File: config.mk
export PLATFORM = sky130hd
export DESIGN_NAME = orientation_histogram
export DESIGN_NICKNAME = d
export VERILOG_FILES = /design/src/rtl/sift_orient_pkg.sv /design/src/rtl/window_scanner.sv /design/src/rtl/orientation_histogram.sv
export SDC_FILE = /design/constraint.sdc
export NUM_CORES = 1
export LEC_CHECK = 0
export ABC_AREA = 1
export CAP_MARGIN = 20
export CORE_MARGIN = 2
export CORE_UTILIZATION = 45
export CTS_CLUSTER_DIAMETER = 200
export CTS_CLUSTER_SIZE = 28
export DETAILED_ROUTE_END_ITERATION = 6
export REMOVE_ABC_BUFFERS = 1
export SETUP_SLACK_MARGIN = 0.05
export SLEW_MARGIN = 20
export SYNTH_ARGS = -nofsm -noshare
export SYNTH_HDL_FRONTEND = slang
export SYNTH_SLANG_ARGS = --single-unit
export TNS_END_PERCENT = 100
File: constraint.sdc
create_clock -name clk_in -period 6.67 [get_ports clk_in]
set_input_delay 1.334 -clock clk_in [delete_from_list [all_inputs] [get_ports clk_in]]
set_output_delay 1.334 -clock clk_in [all_outputs]
set_load 0.1 [all_outputs]
File: src/rtl/sift_orient_pkg.sv
// Shared definitions for the keypoint orientation-assignment stage.
//   NUM_BINS : number of orientation histogram bins
//   BIN_W    : width of a bin index
//   state_t  : controller states of orientation_histogram
package sift_orient_pkg;

  localparam int NUM_BINS = 8;
  localparam int BIN_W    = 3;

  typedef enum logic [2:0] {
    IDLE,
    ISSUE,
    WAIT,
    ARGMAX,
    DONE
  } state_t;

endpackage

File: src/rtl/window_scanner.sv
// Window position generator for orientation_histogram.
// Walks signed offsets (dx,dy) over a (2R+1)x(2R+1) window, row-major
// (dx inner), and reports the absolute pixel position and whether it lies
// inside the image.
// Ports:
//   clk, rst_n     : clock, asynchronous active-low reset
//   start          : reload offsets to (-R,-R)
//   advance        : step to the next window position
//   key_x, key_y   : keypoint the window is centred on
//   pos_x, pos_y   : absolute position (valid when in_image)
//   in_image       : current position lies inside the image
//   last           : current position is the final one (dx=dy=+R)
module window_scanner #(
  parameter int WIDTH  = 64,
  parameter int HEIGHT = 64,
  parameter int R      = 2,
  parameter int XW     = $clog2(WIDTH),
  parameter int YW     = $clog2(HEIGHT)
) (
  input  logic          clk,
  input  logic          rst_n,
  input  logic          start,
  input  logic          advance,
  input  logic [XW-1:0] key_x,
  input  logic [YW-1:0] key_y,
  output logic [XW-1:0] pos_x,
  output logic [YW-1:0] pos_y,
  output logic          in_image,
  output logic          last
);

  localparam int OFF_W = $clog2(2*R+1) + 1;
  // Position arithmetic is done two bits wider than the widest operand so
  // both negative results and results past the far edge are representable.
  localparam int PXW = ((XW > OFF_W) ? XW : OFF_W) + 2;
  localparam int PYW = ((YW > OFF_W) ? YW : OFF_W) + 2;

  localparam logic signed [OFF_W-1:0] OFF_MIN = OFF_W'(-R);
  localparam logic signed [OFF_W-1:0] OFF_MAX = OFF_W'(R);
  localparam logic signed [OFF_W-1:0] OFF_ONE = OFF_W'(1);
  localparam logic signed [PXW-1:0]   X_LIM   = PXW'(WIDTH);
  localparam logic signed [PYW-1:0]   Y_LIM   = PYW'(HEIGHT);

  logic signed [OFF_W-1:0] dx;
  logic signed [OFF_W-1:0] dy;
  logic signed [PXW-1:0]   px;
  logic signed [PYW-1:0]   py;

  always_ff @(posedge clk or negedge rst_n) begin
    if (!rst_n) begin
      dx <= '0;
      dy <= '0;
    end else if (start) begin
      dx <= OFF_MIN;
      dy <= OFF_MIN;
    end else if (advance) begin
      if (dx == OFF_MAX) begin
        dx <= OFF_MIN;
        dy <= dy + OFF_ONE;
      end else begin
        dx <= dx + OFF_ONE;
      end
    end
  end

  // Keypoint is zero-extended, offset is sign-extended, then summed signed.
  always_comb begin
    px = $signed({{(PXW-XW){1'b0}}, key_x}) + $signed({{(PXW-OFF_W){dx[OFF_W-1]}}, dx});
    py = $signed({{(PYW-YW){1'b0}}, key_y}) + $signed({{(PYW-OFF_W){dy[OFF_W-1]}}, dy});
  end

  assign in_image = !px[PXW-1] && (px < X_LIM) && !py[PYW-1] && (py < Y_LIM);
  assign pos_x    = px[XW-1:0];
  assign pos_y    = py[YW-1:0];
  assign last     = (dx == OFF_MAX) && (dy == OFF_MAX);

endmodule

File: src/rtl/orientation_histogram.sv
// Keypoint orientation-assignment stage.
// For each accepted keypoint, scans a (2R+1)x(2R+1) window, issues one
// orientation request per in-image pixel (one outstanding at a time),
// accumulates an 8-bin histogram from the returned bins and reports the
// dominant bin (ties go to the lowest index) with its count.
// Optional build macro HIST_SMOOTH_EN: the argmax compares and reports the
// circularly smoothed value h[i-1]+2*h[i]+h[i+1] instead of the raw count.
// Ports:
//   clk_in, rst_n_in           : clock, asynchronous active-low reset
//   key_x_in, key_y_in         : keypoint coordinates
//   key_valid_in               : keypoint strobe (accepted only when idle)
//   busy_out                   : high while not idle
//   center_addr_x/y_out        : request address to the orientation stage
//   center_valid_out           : request strobe
//   bin_in, bin_valid_in       : orientation bin returned for the request
//   dominant_bin_out           : winning bin
//   dominant_count_out         : winning bin value
//   key_x_out, key_y_out       : keypoint echo for the result
//   hist_valid_out             : result strobe
module orientation_histogram
  import sift_orient_pkg::*;
#(
  parameter int WIDTH         = 64,
  parameter int HEIGHT        = 64,
  parameter int WINDOW_RADIUS = 2,
  parameter int CNT_W         = $clog2((2*WINDOW_RADIUS+1)**2+1)
) (
  input  logic                      clk_in,
  input  logic                      rst_n_in,
  input  logic [$clog2(WIDTH)-1:0]  key_x_in,
  input  logic [$clog2(HEIGHT)-1:0] key_y_in,
  input  logic                      key_valid_in,
  output logic                      busy_out,
  output logic [$clog2(WIDTH)-1:0]  center_addr_x_out,
  output logic [$clog2(HEIGHT)-1:0] center_addr_y_out,
  output logic                      center_valid_out,
  input  logic [2:0]                bin_in,
  input  logic                      bin_valid_in,
  output logic [2:0]                dominant_bin_out,
  output logic [CNT_W+1:0]          dominant_count_out,
  output logic [$clog2(WIDTH)-1:0]  key_x_out,
  output logic [$clog2(HEIGHT)-1:0] key_y_out,
  output logic                      hist_valid_out
);

  localparam int XW    = $clog2(WIDTH);
  localparam int YW    = $clog2(HEIGHT);
  localparam int VAL_W = CNT_W + 2;

  localparam logic [BIN_W-1:0] LAST_BIN = BIN_W'(NUM_BINS - 1);
  localparam logic [BIN_W-1:0] BIN_ONE  = BIN_W'(1);
  localparam logic [CNT_W-1:0] CNT_MAX  = '1;
  localparam logic [CNT_W-1:0] CNT_ONE  = CNT_W'(1);

  state_t state;
  state_t next_state;

  logic [XW-1:0]    key_x_q;
  logic [YW-1:0]    key_y_q;
  logic [CNT_W-1:0] hist [NUM_BINS];

  logic [XW-1:0]    pos_x;
  logic [YW-1:0]    pos_y;
  logic             in_image;
  logic             last;

  logic             accept;
  logic             issue_req;
  logic             scan_advance;
  logic             hist_inc;
  logic             argmax_step;

  logic [XW-1:0]    req_x_q;
  logic [YW-1:0]    req_y_q;
  logic             req_valid_q;

  logic [BIN_W-1:0] arg_idx;
  logic [BIN_W-1:0] prev_idx;
  logic [BIN_W-1:0] next_idx;
  logic [BIN_W-1:0] best_bin;
  logic [VAL_W-1:0] best_val;
  logic [VAL_W-1:0] cand;
  logic             win;

  logic [BIN_W-1:0] res_bin;
  logic [VAL_W-1:0] res_val;
  logic [XW-1:0]    res_x;
  logic [YW-1:0]    res_y;

  window_scanner #(
    .WIDTH  (WIDTH),
    .HEIGHT (HEIGHT),
    .R      (WINDOW_RADIUS),
    .XW     (XW),
    .YW     (YW)
  ) u_scanner (
    .clk      (clk_in),
    .rst_n    (rst_n_in),
    .start    (accept),
    .advance  (scan_advance),
    .key_x    (key_x_q),
    .key_y    (key_y_q),
    .pos_x    (pos_x),
    .pos_y    (pos_y),
    .in_image (in_image),
    .last     (last)
  );

  always_ff @(posedge clk_in or negedge rst_n_in) begin
    if (!rst_n_in) begin
      state <= IDLE;
    end else begin
      state <= next_state;
    end
  end

  always_comb begin
    next_state = state;
    case (state)
      IDLE:    if (key_valid_in) next_state = ISSUE;
      ISSUE: begin
        if (in_image)  next_state = WAIT;
        else if (last) next_state = ARGMAX;
      end
      WAIT: begin
        if (bin_valid_in) next_state = last ? ARGMAX : ISSUE;
      end
      ARGMAX:  if (arg_idx == LAST_BIN) next_state = DONE;
      DONE:    next_state = IDLE;
      default: next_state = IDLE;
    endcase
  end

  // Out-of-image positions are skipped in ISSUE; in-image ones advance only
  // once their bin has come back, which keeps one request outstanding.
  always_comb begin
    accept         = (state == IDLE) && key_valid_in;
    issue_req      = (state == ISSUE) && in_image;
    hist_inc       = (state == WAIT) && bin_valid_in;
    scan_advance   = ((state == ISSUE) && !in_image) || hist_inc;
    argmax_step    = (state == ARGMAX);
    busy_out       = (state != IDLE);
    hist_valid_out = (state == DONE);
  end

  always_ff @(posedge clk_in or negedge rst_n_in) begin
    if (!rst_n_in) begin
      key_x_q <= '0;
      key_y_q <= '0;
    end else if (accept) begin
      key_x_q <= key_x_in;
      key_y_q <= key_y_in;
    end
  end

  // Request address is registered together with its strobe and then held
  // until the next request.
  always_ff @(posedge clk_in or negedge rst_n_in) begin
    if (!rst_n_in) begin
      req_x_q     <= '0;
      req_y_q     <= '0;
      req_valid_q <= 1'b0;
    end else begin
      req_valid_q <= issue_req;
      if (issue_req) begin
        req_x_q <= pos_x;
        req_y_q <= pos_y;
      end
    end
  end

  always_ff @(posedge clk_in or negedge rst_n_in) begin
    if (!rst_n_in) begin
      for (int i = 0; i < NUM_BINS; i++) hist[i] <= '0;
    end else if (accept) begin
      for (int i = 0; i < NUM_BINS; i++) hist[i] <= '0;
    end else if (hist_inc && (hist[bin_in] != CNT_MAX)) begin
      hist[bin_in] <= hist[bin_in] + CNT_ONE;
    end
  end

  // Neighbour indices wrap modulo 8 through the natural 3-bit overflow.
  always_comb begin
    prev_idx = arg_idx - BIN_ONE;
    next_idx = arg_idx + BIN_ONE;
`ifdef HIST_SMOOTH_EN
    cand = {2'b00, hist[prev_idx]} + {1'b0, hist[arg_idx], 1'b0} + {2'b00, hist[next_idx]};
`else
    cand = {2'b00, hist[arg_idx]};
`endif
    win = (arg_idx == '0) || (cand > best_val);
  end

  always_ff @(posedge clk_in or negedge rst_n_in) begin
    if (!rst_n_in) begin
      arg_idx  <= '0;
      best_bin <= '0;
      best_val <= '0;
    end else if (accept) begin
      arg_idx <= '0;
    end else if (argmax_step) begin
      arg_idx <= next_idx;
      if (win) begin
        best_bin <= arg_idx;
        best_val <= cand;
      end
    end
  end

  // The final comparison is folded straight into the result registers so the
  // result is already stable during the DONE cycle.
  always_ff @(posedge clk_in or negedge rst_n_in) begin
    if (!rst_n_in) begin
      res_bin <= '0;
      res_val <= '0;
      res_x   <= '0;
      res_y   <= '0;
    end else if (argmax_step && (arg_idx == LAST_BIN)) begin
      res_bin <= win ? arg_idx : best_bin;
      res_val <= win ? cand : best_val;
      res_x   <= key_x_q;
      res_y   <= key_y_q;
    end
  end

  assign center_addr_x_out  = req_x_q;
  assign center_addr_y_out  = req_y_q;
  assign center_valid_out   = req_valid_q;
  assign dominant_bin_out   = res_bin;
  assign dominant_count_out = res_val;
  assign key_x_out          = res_x;
  assign key_y_out          = res_y;

endmodule

After elaboration in Yosys (flattened, before gate mapping)
Cells that the tools add are included.

Add/subtract/negate cells: 6. $mul: 0. Div/mod/pow operators: 0. Order comparisons: 6. Eq/ne operators: 12. Shift-type cells: 0. Multiplexer cells: 28. Bitwise operators: 3. Reductions and logical operators: 26.

Operator list (count): $mux W40 (2); $bwmux W40 (1); $bmux W5 S3 (2); $mux W5 (5); $mux W3 (8); $mux W4 (6); $add A7 B4 Y8 (2); $lt A8 B8 Y1 const B (2); $demux W5 S3 (1); $pmux W3 S4 (1); $logic_and A1 B1 Y1 (11); $add A4 B2 Y4 const B (2); $eq A4 B3 Y1 const B (2); $ge A4 B4 Y1 const B (2); $not A3 Y4 (2); $reduce_bool A2 Y1 (4); $gt A5 B7 Y1 (1); $mux W7 (1); $eq A3 B2 Y1 const B (2); $eq A3 B3 Y1 const B (2); $logic_not A3 Y1 (2); $add A5 B1 Y5 const B (1); $ne A5 B5 Y1 const B (1); $lt A4 B1 Y1 const B (1); 12 further kinds (17).

Register bits after elaboration: 111. Latch bits: 0. Bits in writable memories: 0. Memory bits (read-only): 0. Bits of input ports: 19. Output and inout port bits: 37. Word-level logic and storage cells: 104. Memories kept: 0.

Logic depth before layout (Yosys ltp)
Gate-level depths: netlist (run 1).

Depth in word-level cells: 10. Depth in mapped cells: 19. Depth with buffers taken out: 18.

Modules after synthesis
A second synthesis (run 1) with hierarchy kept.

Cells, all modules: 820. Area total of the unflattened synthesis: 6253.5 sq um.

By module, submodules not included: orientation_histogram (times used 1, cells each 660, area each 5193.7 sq um, seq. area each 2577.5 sq um); window_scanner (times used 1, cells each 160, area each 1059.8 sq um, seq. area each 200.2 sq um).

Worst setup path before layout (run 1)
OpenSTA, ideal clock, no wires.

Kind: register to output. Start point: register state[2]. End point: output hist_valid_out. Arrival: 2.564 ns. Path slack: 2.772 ns. Cell stages (with the launch flop): 3. Path buffers: 0. Path through: dfrtp_1 inv_1 nor3_1.

Longest elaborated chain between the ends: 1.

RTL lines: from (decl) (RTL line orientation_histogram.sv:55) `state_t state;`; from (signal assigned) (RTL line orientation_histogram.sv:113) `state <= next_state;`; $eq A3 B3 Y1 (RTL line orientation_histogram.sv:143) `hist_valid_out = (state == DONE);`; to (decl) (RTL line orientation_histogram.sv:43) `output logic hist_valid_out`.

Every way passes these cells.

Worst setup path in the final report (run 1)
Start point: input bin_in[0]. End point: register hist[12] (netlist name).

Longest elaborated chain between the ends: 8. Elaborated cells between the ends (all ways): 16. Those cells by class: 1 x add/sub; 2 x order compare; 1 x eq/ne; 8 x mux; 1 x bitwise; 3 x reduce/logical.

RTL lines: from (decl) (RTL line orientation_histogram.sv:37) `input logic [2:0] bin_in,`; $not A3 Y4 (not written as such) * (RTL line orientation_histogram.sv:177, orientation_histogram.sv:178); $bmux W5 S3 (tied with other cells) (RTL line orientation_histogram.sv:177, orientation_histogram.sv:178); $mux W5 (not written as such) or $logic_and A1 B1 Y1 (tied branches) (RTL line orientation_histogram.sv:177, orientation_histogram.sv:178); $mux W5, on equally long branches (RTL line orientation_histogram.sv:177, orientation_histogram.sv:178); $add A5 B1 Y5 or $demux W5 S3 (tied branches) (RTL line orientation_histogram.sv:178) `hist[bin_in] <= hist[bin_in] + CNT_ONE;`; $bwmux W40 (RTL line orientation_histogram.sv:178); $mux W40 (RTL line orientation_histogram.sv:177) `end else if (hist_inc && (hist[bin_in] != CNT_MAX)) begin`; $mux W40 (RTL line orientation_histogram.sv:175) `end else if (accept) begin`; to (signal, indexed assignment) (RTL line orientation_histogram.sv:178); to (decl) (RTL line orientation_histogram.sv:60) `logic [CNT_W-1:0] hist [NUM_BINS];`.

Mark *: on every way between the ends. The rest lies on a longest branch, timed or not. The select of a mux whose other input is x is not followed. A chain may end at the register's enable or synchronous reset.

==> flow_results.org, run 1 <==
** Status
- The flow ran to the end, and the final reports show no timing, DRC or antenna violations.

** Drt
- Avg Vias per Cell :: 5.20
- Across all layers, the routed design uses 5302 vias.
- The first detailed-routing pass took 6 iterations.
- WL/cell :: 14.8 µm
- Wires add up to 15.0 mm.
- The first routing iteration left 477 violations.
- Remaining design rule violation count :: 0
- Number of nets with antenna violations after detailed routing :: 0

** Global route
- Across every metal layer, demand over resource in global routing totals 21.6%.
- Vias in the first global route :: 4936
- The initial antenna violation count came to 0.
- For this run the aggregate overflow at the end of global routing stands at 0.
- Largest net degree at the start of global routing :: 88
- The first global-routing pass estimated 25.1 mm of wire.

** Clock tree
- Maximum root-to-sink buffer count :: 2
- In this run the post-CTS setup repair buffer count came out at 0.
- Hold_buf cts :: 0
- Clock-pin slew was measured on the worst setup and hold paths at 70 ps.
- The tree is rooted in a sky130_fd_sc_hd__clkbuf_16.
- TritonCTS built the clock tree.
- Later-pin clock latency in the skew report :: 350 ps
- Once the clock tree was built, the resizer swapped 0 gates to a different size.
- The tree built by TritonCTS fans out to 111 sinks.
- The H-tree was split into 3 levels.
- Counting the buffers created by CTS gives 9.

** Setup path
- The worst setup path is captured at a flip-flop.
- The worst register-to-register path has a setup slack of 2890 ps.
- The worst setup path is launched from a primary input.
- CP endpoint :: hist[12]$_DFFE_PN0P_
- Arrival @ worst endpoint :: 4760 ps
- The most critical setup path has its startpoint at bin_in[0].
- Crit path kind :: in2reg
- Data required time at the worst endpoint :: 6950 ps
- The startpoint identified for the worst register-to-register timing path is arg_idx[0]$_DFFE_PN0P_.
- FF-to-FF path depth :: 14
- Along the worst path, the maximum fanout reaches 26.
- The worst register-to-register path ends at best_val[4]$_DFFE_PN0P_.

** Synthesis
- Synthesis handed over a netlist of 796 instances.
- After synthesis, the most frequently instantiated cells are sky130_fd_sc_hd__nand2_1, sky130_fd_sc_hd__dfrtp_1, sky130_fd_sc_hd__o21ai_0.
- Averaged over all synthesized cells, the footprint is 7.77 µm².
- Most numerous cell in the Yosys netlist :: sky130_fd_sc_hd__nand2_1
- After synthesis, the netlist uses 38 different library cells.
- The synthesized netlist occupies a cell area of 6190 µm².
- Of all cell types, the one taking the most synthesized area is sky130_fd_sc_hd__dfrtp_1.
- The synthesized design contains 0 enable-type register cells.
- In the synthesized netlist the async set-or-reset flop fraction comes to 100%.
- The synthesized design contains 111 register bits.
- Summed over its instances, the top area cell type makes up 44.9% of the synthesized netlist area.
- Primary flip-flop cell chosen by synthesis mapping :: sky130_fd_sc_hd__dfrtp_1
- By area the synthesized netlist is led by sky130_fd_sc_hd__dfrtp_1, sky130_fd_sc_hd__nand2_1, sky130_fd_sc_hd__o21ai_0, sky130_fd_sc_hd__ha_1, sky130_fd_sc_hd__inv_1.
- Yosys printed 0 warnings.
- Portion of the post-synthesis area used by sequential elements :: 44.9%

** STA
- Final-report hold violation count :: 0
- Pin slew with the least headroom to its limit :: 984 ps
- Finish-stage setup viols :: 0
- The worst path in the final design needs a cycle of 4490 ps, including I/O delays and setup.
- In the finished design, the share of the clock period the worst path needs comes to 67.3%.
- RSZ-0062 raised after global routing :: false
- Highest clock frequency the design can meet :: 0.223 GHz
- After routing, the total negative slack on setup checks comes to 0 ps.
- The number of slew-limit violations in the final report was 0.
- On the final layout, the worst clock skew is 6.51 ps.
- After layout, the worst setup slack is 2180 ps.
- Max-Slew Margin vs Limit :: 34.2%

** Worst hold path
- Cell count of the worst hold path :: 2
- The path class of the tightest hold or removal check is reg2reg.

** Floorplanning
- The region available for standard cell placement spans 13300 µm².
- The floorplan step defined a die boundary enclosing 14700 µm².
- 56 I/O pins were placed.
- Die X :: 121 µm
- Vert. Die Dim :: 121 µm
- Once the floorplan was initialized, standard cells occupied 46.4% of the core.
- Row generation in the floorplan step produced 42 rows.

** Job
- Across the run, the number of max-cap violations was 0.

** Finish
- Number of diodes :: 0
- Area growth from synthesis to layout :: 14.8%
- Layout fillers :: 1284
- # nets final :: 887
- Fraction of final layout cells with drive strength greater than 1 :: 6.05%

** Place
- The wire-length estimate of the detail-placed layout is 10.5 mm.
- Routability-driven placement finished with a final weighted congestion of 0.904.
- Prior to clock tree synthesis, the placed netlist has a worst setup slack of 1890 ps.
- Count of input and output buffers :: 55

** Power
- Maximum VDD drop :: 0.275 mV
- For this design the static power due to leakage is 3.48 nW.
- Power per Cell Area :: 520 nW/µm²
-- per-layer routing --
| metal | vias up | GRT usage (%) | part of all wire [%] |
|---|---|---|---|
| met1 | 2493 | 31.8 | 50 |
| met3 | 13 | 4.56 | 4.9 |
| li1 | 2645 | - | - |
| met2 | 151 | 32.9 | 44 |
| met5 | - | 0 | 0 |
| met4 | 0 | 4.67 | 0.88 |
-- power breakdown --
part           total [mW]  internal (mW)  switching [mW]
Sequential           1.05          0.876           0.178
Clock               0.523          0.275           0.248
Combinational        2.12          0.594            1.52
Total                3.69           1.75            1.95
-- sequential cells by signal (all words and copies together), names as in the netlist, 6 cells and up --
name / flops
best_val: 7
center_addr_x_out: 6
center_addr_y_out: 6
dominant_count_out: 7
hist: 40
key_x_out: 6
key_x_q: 6
key_y_out: 6
key_y_q: 6
-- final cells by class --
type	instances	area (µm²)	share of cell area (%)
clock inverters	2	15.0	0.211
repair buffers	58	574	8.08
clock buffers	14	264	3.72
well taps	176	220	3.10
inverters	89	334	4.70
flip-flops and latches	111	2780	39.1
multi-input cells	569	2920	41.1
-- worst min-delay path by stage --
stage	from	end	slack, ps
6_report	dominant_count_out[0]$_DFFE_PN0P_	dominant_count_out[0]$_DFFE_PN0P_	480
5_1_grt	dominant_count_out[0]$_DFFE_PN0P_	dominant_count_out[0]$_DFFE_PN0P_	490
4_1_cts	key_x_out[2]$_DFFE_PN0P_	key_x_out[2]$_DFFE_PN0P_	480
3_5_place_dp	key_x_out[2]$_DFFE_PN0P_	key_x_out[2]$_DFFE_PN0P_	460
3_3_place_gp	key_x_out[4]$_DFFE_PN0P_	key_x_out[4]$_DFFE_PN0P_	460
2_1_floorplan	best_bin[0]$_DFFE_PN0P_	best_bin[0]$_DFFE_PN0P_	450
-- cell families (layout without fill, tap and decap cells) --
| logic type | count (synthesis) | count (layout) | share of synthesized area, % |
|---|---|---|---|
| xor+xnor | 9 | 9 | 1.58 |
| buf+inv | 116 | 163 | 7.93 |
| flops | 111 | 111 | 44.9 |
| compound gates | 161 | 161 | 13.7 |
| simple gates | 369 | 369 | 25.6 |
| fa+ha+maj | 30 | 30 | 6.31 |
-- cells in the final DEF (no fill, tap or decap), types with 2 or more instances in the layout --
cell / synthesis / final
sky130_fd_sc_hd__inv_2: 8 / 8
sky130_fd_sc_hd__nand3b_1: 2 / 2
sky130_fd_sc_hd__inv_1: 81 / 81
sky130_fd_sc_hd__clkbuf_16: 0 / 9
sky130_fd_sc_hd__o21ai_1: 23 / 23
sky130_fd_sc_hd__buf_4: 2 / 3
sky130_fd_sc_hd__nand2_2: 6 / 6
sky130_fd_sc_hd__xor2_1: 7 / 7
sky130_fd_sc_hd__nor2_4: 2 / 2
sky130_fd_sc_hd__dfrtp_1: 111 / 111
sky130_fd_sc_hd__o21a_1: 8 / 8
sky130_fd_sc_hd__o22ai_1: 10 / 10
sky130_fd_sc_hd__nor2_1: 38 / 38
sky130_fd_sc_hd__or2_2: 3 / 3
sky130_fd_sc_hd__or2_1: 2 / 2
sky130_fd_sc_hd__ha_1: 28 / 28
sky130_fd_sc_hd__fa_1: 2 / 2
sky130_fd_sc_hd__o31ai_1: 2 / 2
sky130_fd_sc_hd__nand3_2: 4 / 4
sky130_fd_sc_hd__nand2_1: 259 / 259
sky130_fd_sc_hd__clkbuf_8: 0 / 2
sky130_fd_sc_hd__nand3_1: 34 / 34
sky130_fd_sc_hd__a31oi_1: 3 / 3
sky130_fd_sc_hd__nor4_1: 2 / 2
sky130_fd_sc_hd__clkbuf_1: 12 / 3
sky130_fd_sc_hd__a21oi_1: 30 / 30
sky130_fd_sc_hd__nor3_2: 2 / 2
sky130_fd_sc_hd__nor2_2: 5 / 5
sky130_fd_sc_hd__o21ai_0: 84 / 84
sky130_fd_sc_hd__clkinvlp_4: 0 / 2
sky130_fd_sc_hd__nor3_1: 5 / 5
sky130_fd_sc_hd__clkdlybuf4s50_1: 0 / 54
-- worst max-delay path, cell delays in order --
cell and delay (ps):
sky130_fd_sc_hd__clkdlybuf4s50_1 1030, sky130_fd_sc_hd__inv_2 220, sky130_fd_sc_hd__o21ai_0 230, sky130_fd_sc_hd__nand2_1 70, sky130_fd_sc_hd__nand2_1 60, sky130_fd_sc_hd__nand2_1 60, sky130_fd_sc_hd__nand2_2 230, sky130_fd_sc_hd__ha_1 320
sky130_fd_sc_hd__nand2_1 90, sky130_fd_sc_hd__nor2_1 120, sky130_fd_sc_hd__ha_1 200, sky130_fd_sc_hd__nor2_4 70, sky130_fd_sc_hd__nand2_1 150, sky130_fd_sc_hd__inv_1 80, sky130_fd_sc_hd__nor2_1 300, sky130_fd_sc_hd__nand2_1 100
sky130_fd_sc_hd__o21ai_1 90
-- metrics by stage --
step | std cells | area (µm²) | hold slack (ps) | power [mW] | util (%)
after floorplan | 769 | 6030 | 448 | 2.63 | -
after global placement | 1003 | 6820 | 461 | 3.14 | 51.1
after detailed placement | 1003 | 6820 | 464 | 3.17 | 51.1
after CTS | 1019 | 7100 | 484 | 3.71 | 53.2
after global routing | 1019 | 7110 | 494 | 3.99 | 53.2
final | 1019 | 7110 | 479 | 3.69 | 53.2
Note: power is estimated with default switching activity, not from simulation.
==> inputs of run 2 (changes only) <==
==> constraint.sdc (replaced) <==
create_clock -name clk_in -period 4.4 [get_ports clk_in]
set_input_delay 0.88 -clock clk_in [delete_from_list [all_inputs] [get_ports clk_in]]
set_output_delay 0.88 -clock clk_in [all_outputs]
set_load 0.1 [all_outputs]
==> run 2 against run 1 <==
Effect of this change:
- cell area rose by 0.30%
- non-clock buffer count is 4 higher
- first-iteration DRC count is 17% lower
- flip-flop and latch count unchanged
- utilization up 0.16 points
- clock-buffer cell count down 3
- largest power group unchanged
==> flow_results.org, run 2 (synthesis gave the netlist of run 1 again) <==
** Place
- Routability congestion estimate from global placement :: 0.932 (was 0.904)
- The detailed-placement wirelength estimate came to 10.7 mm (was 10.5 mm).
- The number of instances in the placed design is 1007 (was 1003).
- The standard cell area after detailed placement was 6850 µm² (was 6820 µm²).
- Count of input and output buffers :: 55 (unchanged)
- The post-placement setup slack came to 340 ps (was 1890 ps).

** STA
- The smallest setup slack after layout came to 657 ps (was 2180 ps).
- Pin slew with the least headroom to its limit :: 987 ps (was 984 ps)
- The number of slew-limit violations in the final report was 0 (unchanged).
- Finish-stage setup viols :: 0 (unchanged)
- Final clock skew :: 7.36 ps (was 6.51 ps)
- RSZ-0062 raised after global routing :: false (unchanged)
- Highest clock frequency the design can meet :: 0.267 GHz
- Final Hold Slack :: 478 ps (was 479 ps)
- Accumulated negative setup slack :: 0 ps (unchanged)
- The final number of hold-violating endpoints is 0 (unchanged).
- Post-layout min period :: 3740 ps
- Tcrit/Tclk final :: 85.1%
- Max-Slew Margin vs Limit :: 34.0% (was 34.2%)

** Setup path
- Data required time at the worst endpoint :: 4680 ps (was 6950 ps)
- Slowest CP cell :: sky130_fd_sc_hd__clkdlybuf4s50_1 (unchanged)
- The total stage count of the critical path was 17 (unchanged).
- The category of cells accounting for the largest share of critical-path delay was buffers and inverters (unchanged).
- Largest fanout on the critical path :: 18 (was 26)
- The critical path capture point type was a flip-flop (unchanged).
- The number of buffers and inverters on the critical path was 3 (unchanged).
- Cell repeated most along the worst path :: sky130_fd_sc_hd__nand2_1 (unchanged)
- The path type of the worst setup path was in2reg (unchanged).
- Worst path cell trace :: clkdlybuf4s50_1 > inv_2 > o21ai_0 > nand2_1 > nand2_1 > nand2_1 > nand2_2 > ha_1 > nand2_1 > nor2_1 > ha_1 > nor2_4 > inv_2 > nor2_2 > nor2_1 > nand2_1 > o21ai_1 (was clkdlybuf4s50_1 > inv_2 > o21ai_0 > nand2_1 > nand2_1 > nand2_1 > nand2_2 > ha_1 > nand2_1 > nor2_1 > ha_1 > nor2_4 > nand2_1 > inv_1 > nor2_1 > nand2_1 > o21ai_1)
- FF-to-FF path depth :: 14 (unchanged)
- The largest incremental delay on the critical path was 910 ps (was 1030 ps).
- The type of origin of the critical path is a primary input (unchanged).
- The worst endpoint data arrival time was 4020 ps (was 4760 ps).

** Global route
- The number of global-route vias before repair is 5113 (was 4936).
- The initial antenna violation count came to 0 (unchanged).
- The overall overflow remaining after global route was 0 (unchanged).
- The largest net degree at the start of global routing came to 60 (was 88).
- The first-pass GRT wire length was 25.8 mm (was 25.1 mm).
- The overall track demand over capacity in global routing is 22.2% (was 21.6%).

** Finish
- Final Util :: 53.4% (was 53.2%)
- The number of inserted diodes is 0 (unchanged).
- Fraction of final layout cells with drive strength greater than 1 :: 6.73% (was 6.05%)
- Most frequent cells in the layout: sky130_fd_sc_hd__nand2_1, sky130_fd_sc_hd__dfrtp_1, sky130_fd_sc_hd__o21ai_0 (unchanged).
- The final instance area is 7130 µm² (was 7110 µm²).
- The register with the most flip-flops is hist (unchanged).
- Fin cells :: 1023 (was 1019)
- Combined flip-flop and latch cell area :: 2780 µm² (unchanged)
- The area of combinational cells with multiple inputs is 2920 µm² (unchanged).
- Area growth from synthesis to layout :: 15.2% (was 14.8%)
- Layout fillers :: 1293 (was 1284)
- Most common library cell in the layout ignoring fill and taps :: sky130_fd_sc_hd__nand2_1 (unchanged)
- # nets final :: 891 (was 887)
- Max reg flops :: 40 (unchanged)

** Clock tree
- The clock insertion delay at the later pin of the skew report was 350 ps (about the same).
- The number of gates resized after CTS is 0 (unchanged).
- The maximum count of clock buffers along a single path was 2 (unchanged).
- Clock buffers created by TritonCTS :: 9 (unchanged)
- The post-cts hold buffer count came to 0 (unchanged).
- H-tree lvl count :: 3 (unchanged)
- Clock root buffer master :: sky130_fd_sc_hd__clkbuf_16 (unchanged)
- Clock tree from TritonCTS :: yes (unchanged)
- The clock transition time at the flip-flop clock pins of the worst setup and hold paths was 70 ps (about the same).
- Number of clock sinks :: 111 (unchanged)
- Post-CTS Setup Repair Bufs :: 0 (unchanged)

** Drt
- The count of vias placed by the detailed router came to 5360 (was 5302).
- Remaining design rule violation count :: 0 (unchanged)
- Total wirelength of the detailed-routed design :: 15.4 mm (was 15.0 mm)
- The routed wire length per instance is 15.0 µm (was 14.8 µm).
- Number of nets with antenna violations after detailed routing :: 0 (unchanged)
- The via density per instance came to 5.24 (was 5.20).
- Drt first pass iters :: 5 (was 6)
- The iteration-0 DRC count of the detailed router is 396 (was 477).

** Floorplanning
- Area of the core region :: 13300 µm² (unchanged)
- The area of the die was 14700 µm² (unchanged).
- The boundary pin count is 56 (unchanged).
- Number of rows in the core area :: 42 (unchanged)
- Vert. Die Dim :: 121 µm (unchanged)
- Die X :: 121 µm (unchanged)
- The effective utilization at floorplan came to 46.4% (unchanged).

** Power
- Power after layout :: 5.58 mW (was 3.69 mW)
- The total leakage power came to 3.50 nW (was 3.48 nW).
- The peak supply drop came to 0.327 mV (was 0.275 mV).
- Power per Cell Area :: 783 nW/µm² (was 520 nW/µm²)

** Worst hold path
- Cell count of the worst hold path :: 2 (unchanged)
- Hold/Removal Path Class :: reg2reg (unchanged)

** Job
- Number of maximum-capacitance constraint violations :: 0 (unchanged)

** Status
- Outcome: completed (unchanged).
run 2: path summary, 6_finish.rpt:
path	start	slack, ps	end
setup reg to reg	arg_idx[0]$_DFFE_PN0P_	660	best_bin[1]$_DFFE_PN0P_
hold reg to reg	dominant_count_out[5]$_DFFE_PN0P_	480	dominant_count_out[5]$_DFFE_PN0P_
hold / removal	dominant_count_out[5]$_DFFE_PN0P_	480	dominant_count_out[5]$_DFFE_PN0P_
setup / recovery	bin_in[0]	660	hist[24]$_DFFE_PN0P_
max in group asynchronous	rst_n_in	2930	key_y_out[3]$_DFFE_PN0P_
min in group asynchronous	rst_n_in	600	dominant_count_out[0]$_DFFE_PN0P_
run 2: metal layers:
metal  part of all wire, %  vias to the layer above  GRT usage (%)  wire [µm]
met5                     0                        -              0          0
met4                   1.7                        0           7.69        263
met3                   4.8                       20           3.24        732
met2                    45                      125           33.7       6910
met1                    49                     2551           32.5       7450
li1                      -                     2664              -          -
run 2: tightest hold or removal path: stages (launching register included):
cell	delay (ps)
sky130_fd_sc_hd__dfrtp_1	340
sky130_fd_sc_hd__nand2_1	50
sky130_fd_sc_hd__o31ai_1	50
run 2: final cells by class:
cell class	count	share of cell area, %
timing repair buffer	62	8.43
inverter	89	4.69
clock buffer	11	3.41
clock inverter	5	0.439
tap	176	3.09
multi-input combinational	569	41.0
sequential	111	39.0
run 2: report_power, final:
group	switching (mW)	internal, mW	total (mW)
registers	0.273	1.33	1.60
logic	2.30	0.899	3.20
clock network	0.379	0.400	0.778
==> inputs of run 3 (changes only) <==
--- a/config.mk
+++ b/config.mk
@@ -12,6 +12,8 @@
 export CTS_CLUSTER_DIAMETER = 200
 export CTS_CLUSTER_SIZE = 28
 export DETAILED_ROUTE_END_ITERATION = 6
+export HOLD_SLACK_MARGIN = 0.03
+export PLACE_DENSITY = 0.64
 export REMOVE_ABC_BUFFERS = 1
 export SETUP_SLACK_MARGIN = 0.05
 export SLEW_MARGIN = 20
==> run 3 against run 2 <==
Effect of this change:
- power rose by 0.37%
- global-route usage barely moved
- clock skew rose by 1.3 ps
- sequential share of layout area did not move
- cell area did not move
- clock-buffer cell count fell by 1
- critical path depth fell by 2
- wire length rose by 0.73%
- die area did not move
==> flow_results.org, run 3 (synthesis gave the netlist of run 1 again) <==
** Setup path
- The critical path capture point type is a flip-flop (unchanged).
- The category of cells accounting for the largest share of critical-path delay is simple AND/OR/NAND/NOR gates (was buffers and inverters).
- Crit path kind :: reg2reg (was in2reg)
- The worst path required time is 4660 ps (was 4680 ps).
- Worst path cell trace :: inv_1 > a21oi_1 > o21ai_0 > nand2_1 > inv_1 > o21a_1 > inv_1 > ha_1 > nand3_1 > nor2_1 > nor3_1 > nand2_1 > nand2_2 > nand2_1 > o21ai_0 (was clkdlybuf4s50_1 > inv_2 > o21ai_0 > nand2_1 > nand2_1 > nand2_1 > nand2_2 > ha_1 > nand2_1 > nor2_1 > ha_1 > nor2_4 > inv_2 > nor2_2 > nor2_1 > nand2_1 > o21ai_1)
- The type of origin of the critical path was a flip-flop (was primary input).
- Buffers plus inverters on the worst setup path :: 3 (unchanged)
- The worst-path maximum fanout was 18 (unchanged).
- Critical Path Max Stage Delay :: 700 ps (was 910 ps)
- The worst endpoint data arrival time was 3800 ps (was 4020 ps).
- The cell with the largest stage delay on the worst path is sky130_fd_sc_hd__dfrtp_1 (was sky130_fd_sc_hd__clkdlybuf4s50_1).

** Clock tree
- Hold_buf cts :: 0 (unchanged)
- Maximum root-to-sink buffer count :: 2 (unchanged)
- Resized cells post-CTS :: 0 (unchanged)
- The TritonCTS clock tree was yes (unchanged).
- The library cell used as clock root buffer was sky130_fd_sc_hd__clkbuf_16 (unchanged).
- Number of clock sinks :: 111 (unchanged)
- The total number of H-tree levels is 3 (unchanged).
- Post-CTS Setup Repair Bufs :: 0 (unchanged)
- Later-pin clock latency in the skew report :: 350 ps (about the same)
- The total clock buffers created by CTS came to 9 (unchanged).
- The clock transition time at the flip-flop clock pins of the worst setup and hold paths is 70 ps (about the same).

** Global route
- Aggregate global routing overflow :: 0 (unchanged)
- The overall track demand over capacity in global routing was 22.3% (was 22.2%).
- Busiest layer in global routing :: met2 (unchanged)
- Antenna violations before repair :: 0 (unchanged)
- Met2 track utilization from global routing :: 34.0% (was 33.7%)
- The first-pass GRT wire length is 25.6 mm (was 25.8 mm).
- The largest net degree at the start of global routing is 76 (was 60).
- The met3 layer usage reported by global route is 3.24% (unchanged).
- Vias in the first global route :: 5113 (unchanged)
- Met1 global-route usage :: 32.4% (was 32.5%)

** Power
- Internal Dissipation :: 2.63 mW (about the same)
- The register share of total power came to 28.4% (was 28.7%).
- The total leakage power came to 3.50 nW (about the same).
- The part of the power in combinational logic came to 57.9% (was 57.3%).
- Switching share of power :: 53.0% (was 52.9%)
- The peak supply drop was 0.370 mV (was 0.327 mV).
- The switching power summed over all nets came to 2.97 mW (was 2.95 mW).
- The power per cell area came to 786 nW/µm² (was 783 nW/µm²).
- The clock share of power came to 13.8% (was 14.0%).
- The total power consumption of the routed design came to 5.60 mW (was 5.58 mW).

** Finish
- Fraction of final layout cells with drive strength greater than 1 :: 6.74% (was 6.73%)
- The most common cell after layout, fill and taps aside is sky130_fd_sc_hd__nand2_1 (unchanged).
- Area growth from synthesis to layout :: 15.2% (unchanged)
- The post-layout net count was 891 (unchanged).
- Most frequent cells in the layout: sky130_fd_sc_hd__nand2_1, sky130_fd_sc_hd__dfrtp_1, sky130_fd_sc_hd__o21ai_0 (unchanged).
- The number of inserted diodes was 0 (unchanged).
- Max reg flops :: 40 (unchanged)
- The register with the most flip-flops is hist (unchanged).

** Floorplanning
- Die X :: 121 µm (unchanged)
- The boundary pin count came to 56 (unchanged).
- Starting utilization of the core area :: 46.4% (unchanged)
- The number of cell rows was 42 (unchanged).
- Vert. Die Dim :: 121 µm (unchanged)
- The area of the die was 14700 µm² (unchanged).
- Area of the core region :: 13300 µm² (unchanged)

** Drt
- The count of vias placed by the detailed router came to 5321 (was 5360).
- The iteration-0 DRC count of the detailed router came to 406 (was 396).
- Number of nets with antenna violations after detailed routing :: 0 (unchanged)
- Drt first pass iters :: 5 (unchanged)
- Remaining design rule violation count :: 0 (unchanged)
- The via density per instance is 5.21 (was 5.24).
- The routed wire length per instance was 15.1 µm (was 15.0 µm).
- The total length of routed wires was 15.5 mm (was 15.4 mm).

** STA
- The actual slew at the worst max-slew pin is 972 ps (was 987 ps).
- Final number of max-transition violations :: 0 (unchanged)
- RSZ-0062 raised after global routing :: false (unchanged)
- Highest clock frequency the design can meet :: 0.282 GHz (was 0.267 GHz)
- The post-route minimum period came to 3550 ps (was 3740 ps).
- Max-Slew Margin vs Limit :: 35.0% (was 34.0%)
- Finish-stage setup viols :: 0 (unchanged)
- The setup total negative slack came to 0 ps (unchanged).
- Final-report hold violation count :: 0 (unchanged)
- Final clock skew :: 8.63 ps (was 7.36 ps)
- Tcrit/Tclk final :: 80.6% (was 85.1%)

** Job
- The max-capacitance violation count is 0 (unchanged).

** Worst hold path
- Hold/Removal Path Class :: reg2reg (unchanged)

** Place
- Post-detail-place hpwl :: 11.1 mm (was 10.7 mm)
- Routability congestion estimate from global placement :: 0.927 (was 0.932)
- Count of input and output buffers :: 55 (unchanged)

** Status
- Outcome :: completed (unchanged)
run 3: cell count changes in the layout (fill, tap and decap cells not counted), sizes merged:
cell and change:
inv -1, clkbuf -1, clkinv +1
run 3: final cells by class:
type                    count  area (µm²)
clock buffers              10         239
multi-input cells         569        2920
repair buffers             62         601
fillers                  1288        6220
well taps                 176         220
clock inverters             5        35.0
flip-flops and latches    111        2780
inverters                  89         334
run 3: worst reg2reg max path: cells and delay by family, from the launching register on:
| kind | cells | cell delay (ps) |
|---|---|---|
| AND/OR/NAND/NOR | 7 | 1210 |
| AO/OA/AOI/OAI | 4 | 820 |
| flip-flops | 1 | 700 |
| buffers and inverters | 3 | 470 |
| adder cells (fa/ha/maj) | 1 | 230 |
run 3: path summary, 6_finish.rpt:
check | endpoint | cells after the start | slack [ps] | startpoint
max in group asynchronous | u_scanner.dy[2]$_DFFE_PN0P_ | 2 | 2890 | rst_n_in
min reg2reg | dominant_count_out[5]$_DFFE_PN0P_ | 2 | 480 | dominant_count_out[5]$_DFFE_PN0P_
max | best_val[1]$_DFFE_PN0P_ | 15 | 850 | arg_idx[1]$_DFFE_PN0P_
max reg2reg | best_val[1]$_DFFE_PN0P_ | 15 | 850 | arg_idx[1]$_DFFE_PN0P_
min in group asynchronous | dominant_count_out[0]$_DFFE_PN0P_ | 1 | 680 | rst_n_in
min | dominant_count_out[5]$_DFFE_PN0P_ | 2 | 480 | dominant_count_out[5]$_DFFE_PN0P_
run 3: routing by layer:
metal	vias up	share of wire, %
met5	-	0
met4	0	1.6
met3	21	5.0
met2	145	45
met1	2497	48
li1	2658	-
run 3: power groups by stage:
stage	combinational, mW	sequential, mW	clock [mW]
after floorplan	1.57	2.43	0
after global placement	3.17	1.59	0
after detailed placement	3.23	1.60	0
after CTS	3.25	1.59	0.789
after global routing	3.57	1.63	0.836
final	3.24	1.59	0.772
run 3: through the flow:
| step | std cells | utilization (%) | instance area (µm²) | hold WS (ps) | worst slack, ps |
|---|---|---|---|---|---|
| final | 1022 | 53.4 | 7130 | 478 | 855 |
| after global routing | 1022 | 53.4 | 7130 | 505 | 511 |
| after CTS | 1022 | 53.4 | 7130 | 485 | 885 |
| after detailed placement | 1007 | 51.3 | 6850 | 465 | 703 |
| after global placement | 1007 | 51.3 | 6850 | 461 | 710 |
| after floorplan | 769 | - | 6030 | 448 | 956 |
